`src/rtl/decoder_scan_en_pkg.sv`:
```
// decoder_pkg: shared types for the scanning one-hot decoder.
// Exports state_e (IDLE/HOLD/SCAN) and the mode encodings.
package decoder_pkg;

  typedef enum logic [1:0] {
    IDLE = 2'd0,
    HOLD = 2'd1,
    SCAN = 2'd2
  } state_e;

  localparam logic MODE_DIRECT = 1'b0;
  localparam logic MODE_SCAN   = 1'b1;

endpackage

```
`src/rtl/decoder_scan_en_if.sv`:
```
// decoder_scan_en_if: control/code bundle of the scanning decoder.
// master drives en/mode/sel_valid/sel; slave returns ready, y, idx, pulses.
interface decoder_scan_en_if #(
  parameter int SEL_W   = 2,
  parameter int NUM_OUT = 4
);
  logic               en;
  logic               mode;
  logic               sel_valid;
  logic [SEL_W-1:0]   sel;
  logic               sel_ready;
  logic [0:NUM_OUT-1] y;
  logic [SEL_W-1:0]   cur_idx;
  logic               wrap;
  logic               err;

  modport master (
    output en, mode, sel_valid, sel,
    input  sel_ready, y, cur_idx, wrap, err
  );

  modport slave (
    input  en, mode, sel_valid, sel,
    output sel_ready, y, cur_idx, wrap, err
  );
endinterface

```
`src/rtl/decoder_scan_en_onehot_dec.sv`:
```
// onehot_dec: combinational idx -> one-hot line vector, blank = none.
// Ports: idx (code), blank (force inactive), line [0:NUM_OUT-1].
module onehot_dec #(
  parameter int SEL_W      = 2,
  parameter int NUM_OUT    = 4,
  parameter bit ACTIVE_LOW = 1'b0
) (
  input  logic [SEL_W-1:0]   idx,
  input  logic               blank,
  output logic [0:NUM_OUT-1] line
);

  always_comb begin
    line = '0;
    if (!blank) begin
      for (int i = 0; i < NUM_OUT; i++) begin
        line[i] = (int'(idx) == i);
      end
    end
    if (ACTIVE_LOW) line = ~line;
  end

endmodule

```
`src/rtl/decoder_scan_en.sv`:
```
// decoder_scan_en: registered one-hot decoder with DIRECT and SCAN modes.
// Ports: clk, rst_n (sync, active-low), bus (decoder_scan_en_if.slave).
module decoder_scan_en
  import decoder_pkg::*;
#(
  parameter int SEL_W      = 2,
  parameter int NUM_OUT    = 4,
  parameter int DWELL      = 4,
  parameter bit ACTIVE_LOW = 1'b0
) (
  input  logic              clk,
  input  logic              rst_n,
  decoder_scan_en_if.slave  bus
);

  localparam int DW = $clog2(DWELL) + 1;
  localparam logic [SEL_W-1:0] LAST =
    SEL_W'(NUM_OUT - 1);
  localparam logic [DW-1:0] DEND = DW'(DWELL - 1);
  localparam logic [0:NUM_OUT-1] Y_OFF =
    {NUM_OUT{ACTIVE_LOW}};

  state_e             st;
  state_e             ns;
  logic [SEL_W-1:0]   ni;
  logic [DW-1:0]      dwell;
  logic [DW-1:0]      nd;
  logic               nwrap;
  logic               acc;
  logic               bad;
  logic               ok;
  logic [0:NUM_OUT-1] ny;

  assign bus.sel_ready = bus.en
                      && (bus.mode == MODE_DIRECT);
  assign acc = bus.sel_valid && bus.sel_ready;
  assign bad = acc && (int'(bus.sel) >= NUM_OUT);
  assign ok  = acc && !bad;

  always_comb begin
    ns    = st;
    ni    = bus.cur_idx;
    nd    = dwell;
    nwrap = 1'b0;
    if (!bus.en) begin
      ns = IDLE;
      nd = '0;
    end else begin
      unique case (st)
        IDLE, HOLD: begin
          if (bus.mode == MODE_SCAN) begin
            ns = SCAN;
            nd = '0;
          end else if (ok) begin
            ns = HOLD;
            ni = bus.sel;
          end
        end
        SCAN: begin
          if (bus.mode == MODE_DIRECT) begin
            ns = HOLD;
            nd = '0;
            if (ok) ni = bus.sel;
          end else if (dwell == DEND) begin
            nd    = '0;
            nwrap = (bus.cur_idx == LAST);
            ni    = nwrap ? '0
                          : bus.cur_idx + 1'b1;
          end else begin
            nd = dwell + 1'b1;
          end
        end
        default: begin
          ns = IDLE;
          nd = '0;
        end
      endcase
    end
  end

  // y is decoded from next-state values so the
  // register output switches cleanly with cur_idx.
  onehot_dec #(
    .SEL_W      (SEL_W),
    .NUM_OUT    (NUM_OUT),
    .ACTIVE_LOW (ACTIVE_LOW)
  ) u_dec (
    .idx   (ni),
    .blank (ns == IDLE),
    .line  (ny)
  );

  always_ff @(posedge clk) begin
    if (!rst_n) begin
      st          <= IDLE;
      bus.cur_idx <= '0;
      dwell       <= '0;
      bus.y       <= Y_OFF;
      bus.wrap    <= 1'b0;
      bus.err     <= 1'b0;
    end else begin
      st          <= ns;
      bus.cur_idx <= ni;
      dwell       <= nd;
      bus.y       <= ny;
      bus.wrap    <= nwrap;
      bus.err     <= bad;
    end
  end

endmodule

```
`src/flat_wrapper.sv`:
```
// flat-port wrapper written by rule: the top's interface ports become plain ports
module decoder_scan_en_flat import decoder_pkg::*;
#(
  parameter int SEL_W      = 2,
  parameter int NUM_OUT    = 4,
  parameter int DWELL      = 4,
  parameter bit ACTIVE_LOW = 1'b0
)
  (clk, rst_n, bus_en, bus_mode, bus_sel_valid, bus_sel, bus_sel_ready, bus_y, bus_cur_idx, bus_wrap, bus_err);
  decoder_scan_en_if #(.SEL_W(SEL_W), .NUM_OUT(NUM_OUT)) bus_i ();
  input  logic clk;
  input  logic rst_n;
  input wire logic [$bits(bus_i.en)-1:0] bus_en;
  input wire logic [$bits(bus_i.mode)-1:0] bus_mode;
  input wire logic [$bits(bus_i.sel_valid)-1:0] bus_sel_valid;
  input wire logic [$bits(bus_i.sel)-1:0] bus_sel;
  output wire logic [$bits(bus_i.sel_ready)-1:0] bus_sel_ready;
  output wire logic [$bits(bus_i.y)-1:0] bus_y;
  output wire logic [$bits(bus_i.cur_idx)-1:0] bus_cur_idx;
  output wire logic [$bits(bus_i.wrap)-1:0] bus_wrap;
  output wire logic [$bits(bus_i.err)-1:0] bus_err;
  assign bus_i.en = bus_en;
  assign bus_i.mode = bus_mode;
  assign bus_i.sel_valid = bus_sel_valid;
  assign bus_i.sel = bus_sel;
  assign bus_sel_ready = bus_i.sel_ready;
  assign bus_y = bus_i.y;
  assign bus_cur_idx = bus_i.cur_idx;
  assign bus_wrap = bus_i.wrap;
  assign bus_err = bus_i.err;
  decoder_scan_en #(.SEL_W(SEL_W), .NUM_OUT(NUM_OUT), .DWELL(DWELL), .ACTIVE_LOW(ACTIVE_LOW)) u_core (.clk(clk), .rst_n(rst_n), .bus(bus_i));
endmodule
```
`config.mk`:
```
export PLATFORM = sky130hd
export DESIGN_NAME = decoder_scan_en_flat
export DESIGN_NICKNAME = d
export VERILOG_FILES = /design/src/rtl/decoder_scan_en_pkg.sv /design/src/rtl/decoder_scan_en_if.sv /design/src/rtl/decoder_scan_en_onehot_dec.sv /design/src/rtl/decoder_scan_en.sv /design/src/flat_wrapper.sv
export SDC_FILE = /design/constraint.sdc
export NUM_CORES = 1
export LEC_CHECK = 0
export ABC_AREA = 0
export BUFFER_PORTS_ARGS = -buffer_cell sky130_fd_sc_hd__buf_2
export CORE_MARGIN = 5
export CORE_UTILIZATION = 30
export CTS_BUF_LIST = sky130_fd_sc_hd__clkbuf_4 sky130_fd_sc_hd__clkbuf_8
export DETAILED_ROUTE_END_ITERATION = 8
export RECOVER_POWER = 50
export SLEW_MARGIN = 10
export SYNTH_ARGS = -nofsm -noshare
export SYNTH_HDL_FRONTEND = slang
export SYNTH_SLANG_ARGS = --single-unit
```
`constraint.sdc`:
```
create_clock -name clk -period 2.77 [get_ports clk]
set_input_delay 0.1385 -clock clk [delete_from_list [all_inputs] [get_ports clk]]
set_output_delay 0.1385 -clock clk [all_outputs]
set_load 0.01 [all_outputs]
```
======== Yosys cells after proc, flatten, opt, wreduce, memory -nomap -nowiden ========
Cells that the tools add are included.
Widths: inputs -> output; s select.
storage, ports and cells
  flip-flop bits (word level) ............. 12
  bits of input ports ..................... 7
cells by class
  $add $sub $neg .......................... 2
  eq/ne operators ......................... 8
  mux-type cells .......................... 16
  bitwise logic cells ..................... 2
  reduce and logical (&&, ||, !) cells .... 9
operators by type and width
  kind                 count
  $mux 2               10
  $mux 3               3
  $eq 2x2->1 const B   4
  $pmux 2 s2           2
  $logic_not 2->1      3
  $pmux 3 s2           1
  $reduce_and 5->1     1
  $eq 2x1->1 const B   2
  $reduce_or 2->1      2
  $add 3x1->3 const B  1
  $eq 3x2->1 const B   1
  $add 2x1->2 const B  1
  $logic_and 1x1->1    2
  $ne 2x2->1 const B   1
  $not 1->1            2
  $reduce_and 2->1     1

======== Longest topological paths before layout ========
Gate-level depths: netlist of run 1.
  word-level depth ........................ 9
  gate-level depth with buffers ........... 6
  gate-level depth less buffers ........... 6

======== Modules after synthesis ========
A second synthesis of run 1 with hierarchy kept.
unflattened totals
  cell total of the unflattened synthesis .. 60
  area total of the unflattened synthesis .. 586.8 µm²
modules (own cells, without submodules)
  module           instances  cells each  area an instance (µm²)  seq. area each (µm²)
  decoder_scan_en  1          56          556.8                   240.2
  onehot_dec       1          4           30.0                    0.0

======== Worst setup path after synthesis of run 1 ========
No wires, ideal clock.
  kind .................................... reg2reg
  from .................................... reg u_core.dwell[0]
  to ...................................... reg u_core.bus.y[0]
  arrival time ............................ 1.350 ns
  slack ................................... 1.286 ns
  cell stages (with the launch flop) ...... 7
  path buffers ............................ 0
  period minus slack after synthesis ...... 1.484 ns
  cells stage by stage .................... dfxtp_1 -> ha_1 -> nor2b_4 -> nand2_1 -> mux2i_1 -> a211o_1 -> nor3b_2
on the way
  word-level cells in the longest chain between the ends .. 6
ends and longest elaborated chain
  what                    RTL line                          text
  from (decl)             decoder_scan_en.sv:26             logic [DW-1:0] dwell;
  from (signal assigned)  decoder_scan_en.sv:104            dwell <= nd;
  $eq 3x2->1              decoder_scan_en.sv:64             end else if (dwell == DEND) begin
  $mux 2                  decoder_scan_en.sv:64
  $mux 2                  decoder_scan_en.sv:60             if (bus.mode == MODE_DIRECT) begin
  $pmux 2 s2              decoder_scan_en.sv:49             unique case (st)
  $mux 2                  decoder_scan_en.sv:45             if (!bus.en) begin
  $logic_not 2->1         decoder_scan_en_onehot_dec.sv:17  line[i] = (int'(idx) == i);
  to (signal assigned)    decoder_scan_en.sv:105            bus.y <= ny;
  to (decl)               decoder_scan_en_if.sv:24          output sel_ready, y, cur_idx, wrap, err
Every way passes these cells.
A chain may end at the register's enable or synchronous reset.

======== Worst setup path after layout of run 1 ========
Same ends and word-level chain as after synthesis.

==> results of run 1 <==
## worst register-to-register path: cells and delay by family (launching register included)
family | cells | cell delay [ns]
mux | 1 | 0.13
fa+ha+maj | 1 | 0.18
simple gates | 3 | 0.45
flops | 1 | 0.37
compound gates | 1 | 0.36
## power by group
group	leakage, uW	switching, uW	total, uW	internal [uW]
sequential	0.0000975	6.09	184	178
clock	0.0000210	59.4	139	79.8
combinational	0.000172	25.6	43.4	17.9
## metal layers
| metal | share of wire | track usage | wire, um | vias to the layer above |
|---|---|---|---|---|
| met5 | 0 | 0 | 0 | - |
| met4 | 0 | 0.02490 | 0 | 0 |
| met3 | 0.034 | 0.03324 | 40 | 0 |
| met2 | 0.52 | 0.1534 | 620 | 10 |
| met1 | 0.44 | 0.1104 | 524 | 232 |
| li1 | - | - | - | 261 |
## per-stage QoR
stage	utilization	power, uW	area [sq um]	hold slack, ns	setup WS [ns]
global route	0.3651	385.8	694.4	0.1580	1.054
global placement	0.3513	232.0	668.1	0.4294	1.223
CTS	0.3704	371.5	704.4	0.1437	1.153
floorplan	-	217.3	584.3	0.2602	1.286
finish	0.3651	366.4	694.4	0.1463	1.154
detailed placement	0.3513	232.4	668.1	0.4310	1.162
## kinds of logic after synthesis
| family | count (synthesis) |
|---|---|
| and+or+nand+nor | 29 |
| AOI/OAI and AO/OA | 14 |
| DFF | 12 |
| buffers and inverters | 6 |
| adders and majority gates | 2 |
| muxes | 1 |
| other | 1 |
## layout make-up
cell class | instances | area share
Multi-Input combinational cell | 47 | 0.4505
Sequential cell | 12 | 0.3459
Timing Repair Buffer | 14 | 0.08649
Clock buffer | 4 | 0.05225
Tap cell | 27 | 0.04865
Inverter | 3 | 0.01622
## Yosys cell counts, drive strengths merged, types with 2 or more instances
cell type,n,share of area
nor3,4,0.034
and2,2,0.021
inv,3,0.019
a21oi,2,0.017
ha,2,0.043
nor2,8,0.051
o21ai,3,0.032
nand2,5,0.032
nor2b,3,0.045
dfxtp,12,0.41
buf,3,0.034
nand3,2,0.017
nor3b,2,0.043
## path summary, 6_finish.rpt
kind,startpoint,end,slack [ns]
setup reg to reg,u_core.dwell[0]$_SDFFE_PN0P_,u_core.bus.y[0]$_SDFF_PP0_,1.15
hold reg to reg,u_core.dwell[2]$_SDFFE_PN0P_,u_core.dwell[2]$_SDFFE_PN0P_,0.52
setup / recovery,u_core.dwell[0]$_SDFFE_PN0P_,u_core.bus.y[0]$_SDFF_PP0_,1.15
hold / removal,rst_n,u_core.bus.cur_idx[1]$_SDFF_PN0_,0.15
## sequential cells by signal (all words and copies together), names as in the netlist
| register | cells |
|---|---|
| u_core.bus.wrap | 1 |
| u_core.st | 2 |
| u_core.bus.cur_idx | 2 |
| u_core.dwell | 3 |
| u_core.bus.y | 4 |
==> results.toml, run 1 <==
[layout]
multi_input_area_sq_um = 312.8
final_cell_mix = "dfxtp_1 (12), nor2_1 (8), clkbuf_1 (8), buf_2 (6), nand2_1 (5)"
seq_area_sq_um = 240.2
insertedDiodeCount = 0
area_growth_pct = 18.84
layout.cells.non_filler = 107
final_nets = 90
final_common_cell = "dfxtp_1"
fill_cells = 203
drive_gt1_frac = 0.2000

[route]
antenna_left = 0
wire_per_inst_um = 11.07
remaining_drc_errors = 0
drt_first_pass_iters = 4
wirelength_um = 1184
via_count = 503
drt-vias-per-instance = 4.701
drt_iter0_drc = 7

[critical_path]
path_buf_inv = 0
cpPeakStageDelay_ns = 0.37
cp.depth = 6
cp-start-kind = "register"
crit_chain = "ha_1 -> nor2b_4 -> nand2_1 -> mux2i_1 -> a211o_1 -> nor3b_2"
cp_max_fo = 6
cp.arrival_ns = 1.76
crit_family = "simple AND/OR/NAND/NOR gates"
end_kind = "register"
rr_worst_depth = 6
criticalPathCategory = "register to register"
cp_slowest_cell = "dfxtp_1"
worstPathRequired_ns = 2.92

[logic_synthesis]
synthFlopType = "dfxtp_1"
synth-edff-count = 0
synth_area_sq_um = 584.3
synthAdderAreaFrac = 0.04283
synth-compound-area-share = 0.1884
synth_nets = 74
ys_ff_latch = 12
synthSimpleGateAreaFrac = 0.2805
yosysWarnings = 0
synth_top_family_by_area = "simple AND/OR/NAND/NOR gates"
synth.area.mux_share = 0.01713
synth_cell_types = 31
syn_inst = 65
synth_xor_area_frac = 0
synth_seq_area_share = 0.4111
syn_avg_cell_area_sq_um = 8.989
synthArstFlopShare = 0

[global_routing]
grt_max_degree = 12
grtUsageTotal = 0.09210
grt_pass1_wl_um = 1980
grt_pass1_vias = 479
grt_antenna_before_repair = 0
overflow = 0

[floorplan]
coreArea_sq_um = 1902
initial_utilization = 0.3072
die_area_sq_um = 2930
dieWidth_um = 54.13
die_h_um = 54.13
ios = 16
placementRows = 16

[placed_design]
gp_congestion = 0.8327
dp.cells = 103
io_buffers = 14
hpwl_um = 915.4

[cts]
clk_latency_ns = 0.27
clock_sinks = 12
cts_buffer_depth = 2
cts_tree = "done"
postCtsSetupRepairBufs = 0
htreeDepth = 1
cts_buffers = 3
cts_root_buffer = "clkbuf_4"
cts_hold_buf = 0
cts.repair.resized = 0
clkTransAtPathRegs_ns = 0.08

[worst_hold_path]
holdPathStages = 2
hold_class = "input port to register"

[power_and_ir_drop]
leakage_uw = 0.0002907
pwr_density_cell_nw_per_um2 = 527.6
ir_drop_mv = 0.2902

[outcome]
run_status = "completed"

[timing]
rsz0062_at_grt = "no"
fin_skew_ns = 0.004847
drv_slew = 0
layout_min_cycle_time_ns = 1.616
final-setup-viol-count = 0
fmaxAchievable_mhz = 618.8
finalSetupTns_ns = 0
hold_violations = 0
period_share = 0.5834

[job]
maxCapViolCount = 0
Power figures use the tool's default switching activity.
==> run 2, diff against run 1 <==
- clock period: 2.77 -> 1.35 ns (I/O delays scaled with it)
==> run 2 against run 1 <==
The flow now finishes with violations (setup timing). Via count up 9.3%. Die area unchanged. Total power up 110%. Largest cell class unchanged.
==> results.toml, run 2 (same netlist as run 1, synthesis figures left out) <==
[outcome]
run_status = "finished, violations left"
violations = "setup timing"

[floorplan]
initial_utilization = 0.3072
coreArea_sq_um = 1902
ios = 16
dieWidth_um = 54.13
die_area_sq_um = 2930
placementRows = 16
die_h_um = 54.13

[layout]
final_cell_mix = "buf_2 (9), buf_4 (9), nor2_1 (8), dfxtp_1 (8), clkbuf_1 (5)"
fill_cells = 212
insertedDiodeCount = 0
top_register = "u_core.bus.y"
final_nets = 99
largestRegisters = "u_core.bus.y: 4 flops, u_core.dwell: 3 flops"
area_growth_pct = 35.55
final_area_sq_um = 792.0
layout.cells.non_filler = 116
largest_reg_flops = 4
drive_gt1_frac = 0.3933

[timing]
final-setup-viol-count = 5
rsz0062_at_grt = "yes"
layout_min_cycle_time_ns = 1.455
drv_slew = 0
timing.final.ws_setup_ns = -0.1049
period_share = 1.078
fmaxAchievable_mhz = 687.3
hold_violations = 0
fin_skew_ns = 0.001320

[job]
maxCapViolCount = 0

[worst_hold_path]
hp-start = "rst_n"
hold_class = "input port to register"

[power_and_ir_drop]
leakage_uw = 0.0003480
finalPower_uw = 773.5
pwr_density_cell_nw_per_um2 = 976.6
ir_drop_mv = 0.6181

[route]
antenna_left = 0
wire_per_inst_um = 11.70
drt_iter0_drc = 8
remaining_drc_errors = 0
wirelength_um = 1357
via_count = 550
drt-vias-per-instance = 4.741
drt_first_pass_iters = 4

[cts]
htreeDepth = 1
cts_buffers = 3
cts_tree = "done"
clkTransAtPathRegs_ns = 0.08
cts_buffer_depth = 2
cts_root_buffer = "clkbuf_4"
clock_sinks = 12
clk_latency_ns = 0.27

[global_routing]
grt_pass1_wl_um = 2256
met2_usage = 0.1932
grt_max_degree = 12
overflow = 0
use_met1 = 0.1109
grt_pass1_vias = 533
grt_antenna_before_repair = 0
grtUsageTotal = 0.1105
grtUsageMet3 = 0.04986
busiest_layer = "met2"

[critical_path]
cp-start-kind = "register"
path_buf_inv = 0
worstPathRequired_ns = 1.52
cp_max_fo = 5
criticalPathCategory = "register to register"
crit_family = "simple AND/OR/NAND/NOR gates"
crit_chain = "ha_4 -> nor2b_4 -> nand2_2 -> mux2i_1 -> a211o_1 -> and3b_1"
end_kind = "register"
timing.rr.start = "u_core.dwell[1]$_SDFFE_PN0P_"
cp.arrival_ns = 1.63
cp_slowest_cell = "dfxtp_2"
cpPeakStageDelay_ns = 0.36
setup.worst_path.start = "u_core.dwell[1]$_SDFFE_PN0P_"

[placed_design]
dp.cells = 112
io_buffers = 14
place_ws_ns = -0.09828
hpwl_um = 1076
dpl-instance-area_sq_um = 753.2
gp_congestion = 0.7354
## run 2: cell types whose count changed in the layout (fill, tap and decap cells not counted), moves of 3 or more
cell / delta
buf_2: +3
dfxtp_2: +4
dfxtp_1: -4
buf_4: +9
clkbuf_1: -3
## run 2: report_power, final
| part | internal (uW) | switching (uW) | total, uW |
|---|---|---|---|
| Combinational | 52.3 | 60.8 | 113 |
| Clock | 164 | 123 | 287 |
| Sequential | 365 | 8.38 | 374 |
## run 2: final timing paths
| check | slack (ns) | to | depth (start not counted) |
|---|---|---|---|
| worst max-delay path | -0.10 | u_core.bus.y[2]$_SDFF_PP0_ | 6 |
| worst min-delay path | 0.07 | u_core.bus.cur_idx[0]$_SDFF_PN0_ | 3 |
| worst max register to register | -0.10 | u_core.bus.y[2]$_SDFF_PP0_ | 6 |
| worst min register to register | 0.53 | u_core.dwell[2]$_SDFFE_PN0P_ | 1 |
## run 2: layout make-up
| cell class | count | area [sq um] | area share |
|---|---|---|---|
| multi-input combinational | 47 | 334.1 | 0.4218 |
| sequential | 12 | 245.2 | 0.3096 |
| timing repair buffer | 23 | 131.4 | 0.1659 |
| clock buffer | 4 | 36.28 | 0.04581 |
| tap | 27 | 33.78 | 0.04265 |
| inverter | 3 | 11.26 | 0.01422 |
## run 2: stage by stage
step	util	hold slack (ns)	TNS (ns)
2_1_floorplan	-	0.1891	-0.08793
3_3_place_gp	0.3961	0.3674	-0.1829
3_5_place_dp	0.3961	0.3643	-0.3227
4_1_cts	0.4184	0.06387	-0.3786
5_1_grt	0.4164	0.07643	-0.8314
6_report	0.4164	0.07433	-0.3190
## run 2: tightest hold or removal path, cell delays in order
cell,delay (ns)
buf_2,0.13
inv_1,0.07
nor2_1,0.04
## run 2: repair_timing
action                                  CTS  global route
hold endpoints to repair                  0             0
hold buffers                              0             0
resized for setup                         1             1
endpoints found under the setup margin    6             6
buffers inserted                          0             0
## run 2: metal layers
| layer | up-vias | routed length (um) |
|---|---|---|
| met5 | - | 0 |
| met4 | 0 | 20 |
| met3 | 2 | 96 |
| met2 | 15 | 696 |
| met1 | 255 | 544 |
| li1 | 278 | - |
==> run 3, diff against run 2 <==
==> constraint.sdc (replaced) <==
create_clock -name clk -period 1.35 [get_ports clk]
set_input_delay 0.0675 -clock clk [delete_from_list [all_inputs] [get_ports clk]]
set_output_delay 0.0675 -clock clk [all_outputs]
set_load 0.02 [all_outputs]
==> run 3 against run 2 <==
The flow still finishes with violations (setup timing). Sequential cell count did not move. Fmax is 0.23% higher. Via count increased by 1.6%. Cell count increased by 2.6%. Critical endpoint unchanged. Largest power group unchanged. Highest routed layer is now met3.
==> results.toml, run 3 (same netlist as run 1, synthesis figures left out) <==
[outcome]
run_status = "finished, violations left"
violations = "setup timing"

[worst_hold_path]
holdPathStages = 3
holdPathEnd = "u_core.bus.cur_idx[0]$_SDFF_PN0_"
hp-start = "rst_n"
hold_class = "input port to register"

[route]
met2_length_um = 690
drt_first_pass_iters = 4
highest_layer = "met3"
via_count = 559
wirelength_um = 1382
drt_iter0_drc = 10
drt-met1-wl_um = 617
route.met3.wl_um = 74
remaining_drc_errors = 0
antenna_left = 0
drt-vias-per-instance = 4.697
wire_per_inst_um = 11.61

[global_routing]
grt_antenna_before_repair = 0
overflow = 0
grt_pass1_wl_um = 2290
grtUsageTotal = 0.1119
grt_pass1_vias = 535
grt_max_degree = 12

[critical_path]
timing.rr.start = "u_core.dwell[1]$_SDFFE_PN0P_"
worstPathRequired_ns = 1.52
rrSetupSlack_ns = -0.10
crit_chain = "ha_4 -> nor2b_4 -> nand2_1 -> mux2i_1 -> a211o_1 -> and3b_1"
cp_max_fo = 5
cp_slowest_cell = "dfxtp_2"
criticalPathCategory = "register to register"
r2r-end = "u_core.bus.y[2]$_SDFF_PP0_"
rr_worst_depth = 6
end_kind = "register"
cp-start-kind = "register"
cpPeakStageDelay_ns = 0.36
cp.arrival_ns = 1.62

[floorplan]
ios = 16
dieWidth_um = 54.13
die_area_sq_um = 2930
placementRows = 16
die_h_um = 54.13
coreArea_sq_um = 1902
initial_utilization = 0.3072

[power_and_ir_drop]
pwr_density_cell_nw_per_um2 = 948.4
leakage_uw = 0.0003548
ir_drop_mv = 0.4942

[layout]
largestRegisters = "u_core.bus.y: 4 flops, u_core.dwell: 3 flops"
fill_cells = 197
area_growth_pct = 41.11
final_nets = 102
drive_gt1_frac = 0.3913
layout.cells.non_filler = 119
final_common_cell = "buf_4"
final_cell_mix = "buf_4 (12), nor2_1 (8), dfxtp_1 (8), buf_2 (7), clkbuf_1 (7)"
top_register = "u_core.bus.y"
largest_reg_flops = 4
insertedDiodeCount = 0

[timing]
period_share = 1.075
drv_slew = 0
fmaxAchievable_mhz = 688.9
rsz0062_at_grt = "yes"
hold_violations = 0
final-setup-viol-count = 5
hold_ws_ns = 0.07528
timing.final.ws_setup_ns = -0.1016
fin_skew_ns = 0.008248
layout_min_cycle_time_ns = 1.452

[cts]
clk_latency_ns = 0.27
cts_hold_buf = 0
cts_buffers = 3
clkTransAtPathRegs_ns = 0.08
cts_tree = "done"
cts_buffer_depth = 2
clock_sinks = 12
cts_root_buffer = "clkbuf_4"
htreeDepth = 1

[placed_design]
io_buffers = 14
gp_congestion = 0.8045
dp.cells = 113
hpwl_um = 1042

[job]
maxCapViolCount = 0
## run 3: changes by cell type in the layout (fill, tap and decap cells not counted)
| cell | delta |
|---|---|
| dfxtp_2 | -1 |
| ha_1 | -1 |
| and2_0 | -1 |
| nand2_2 | -1 |
| o21ai_1 | +1 |
| dfxtp_4 | +1 |
| o21ai_0 | -1 |
| buf_4 | +3 |
| and2_1 | +1 |
| clkbuf_1 | +2 |
| ha_4 | +1 |
| nand2_1 | +1 |
| buf_2 | -2 |
## run 3: power breakdown
group          total, uW  internal [uW]  switching, uW
Combinational        125           54.2           70.6
Sequential           374            364           10.1
Clock                283            164            119
Total                782            582            200
## run 3: per-stage QoR
step | cell area (sq um) | TNS, ns | total power (uW) | worst slack, ns | utilization
6_report | 824.5 | -0.2859 | 782.0 | -0.1016 | 0.4336
5_1_grt | 824.5 | -0.7601 | 826.5 | -0.1680 | 0.4336
4_1_cts | 833.3 | -0.2513 | 793.8 | -0.09261 | 0.4382
3_5_place_dp | 763.2 | -0.3064 | 502.7 | -0.09939 | 0.4013
3_3_place_gp | 763.2 | -0.2622 | 501.6 | -0.06010 | 0.4013
2_1_floorplan | 604.3 | -0.1057 | 454.6 | -0.04962 | -
## run 3: what timing repair did
| item | CTS | global route |
|---|---|---|
| endpoints found under the hold margin | 0 | 0 |
| buffers inserted | 2 | 0 |
| setup endpoints to repair | 5 | 6 |
| resized for setup | 2 | 1 |
## run 3: worst max path at each step
stage	start	endpoint	slack [ns]	cells after the start
finish	u_core.dwell[1]$_SDFFE_PN0P_	u_core.bus.y[2]$_SDFF_PP0_	-0.10	6
global route	u_core.dwell[0]$_SDFFE_PN0P_	u_core.bus.y[3]$_SDFF_PP0_	-0.17	6
CTS	u_core.dwell[1]$_SDFFE_PN0P_	u_core.bus.y[2]$_SDFF_PP0_	-0.09	6
detailed placement	u_core.dwell[1]$_SDFFE_PN0P_	u_core.bus.y[0]$_SDFF_PP0_	-0.1	6
global placement	u_core.dwell[1]$_SDFFE_PN0P_	u_core.bus.y[0]$_SDFF_PP0_	-0.06	6
floorplan	u_core.dwell[1]$_SDFFE_PN0P_	u_core.bus.y[0]$_SDFF_PP0_	-0.05	6
## run 3: metal layers
layer	GRT usage	vias up
met1	0.1314	257
met4	0.08714	0
met3	0.01662	0
li1	-	286
met5	0	-
met2	0.1793	16
## run 3: critical path: cells and delay by family, from the launching register on
family / cells / cell delay, ns
adders and majority gates: 1 / 0.13
AOI/OAI and AO/OA: 1 / 0.32
muxes: 1 / 0.13
DFF: 1 / 0.36
and+or+nand+nor: 3 / 0.42
## run 3: final cells by class
class                      count  area (sq um)  area share
inverter                       3         11.26     0.01366
tap                           27         33.78     0.04097
clock buffer                   4         36.28     0.04401
multi-input combinational     47         344.1      0.4173
sequential                    12         247.7      0.3005
timing repair buffer          26         151.4      0.1836
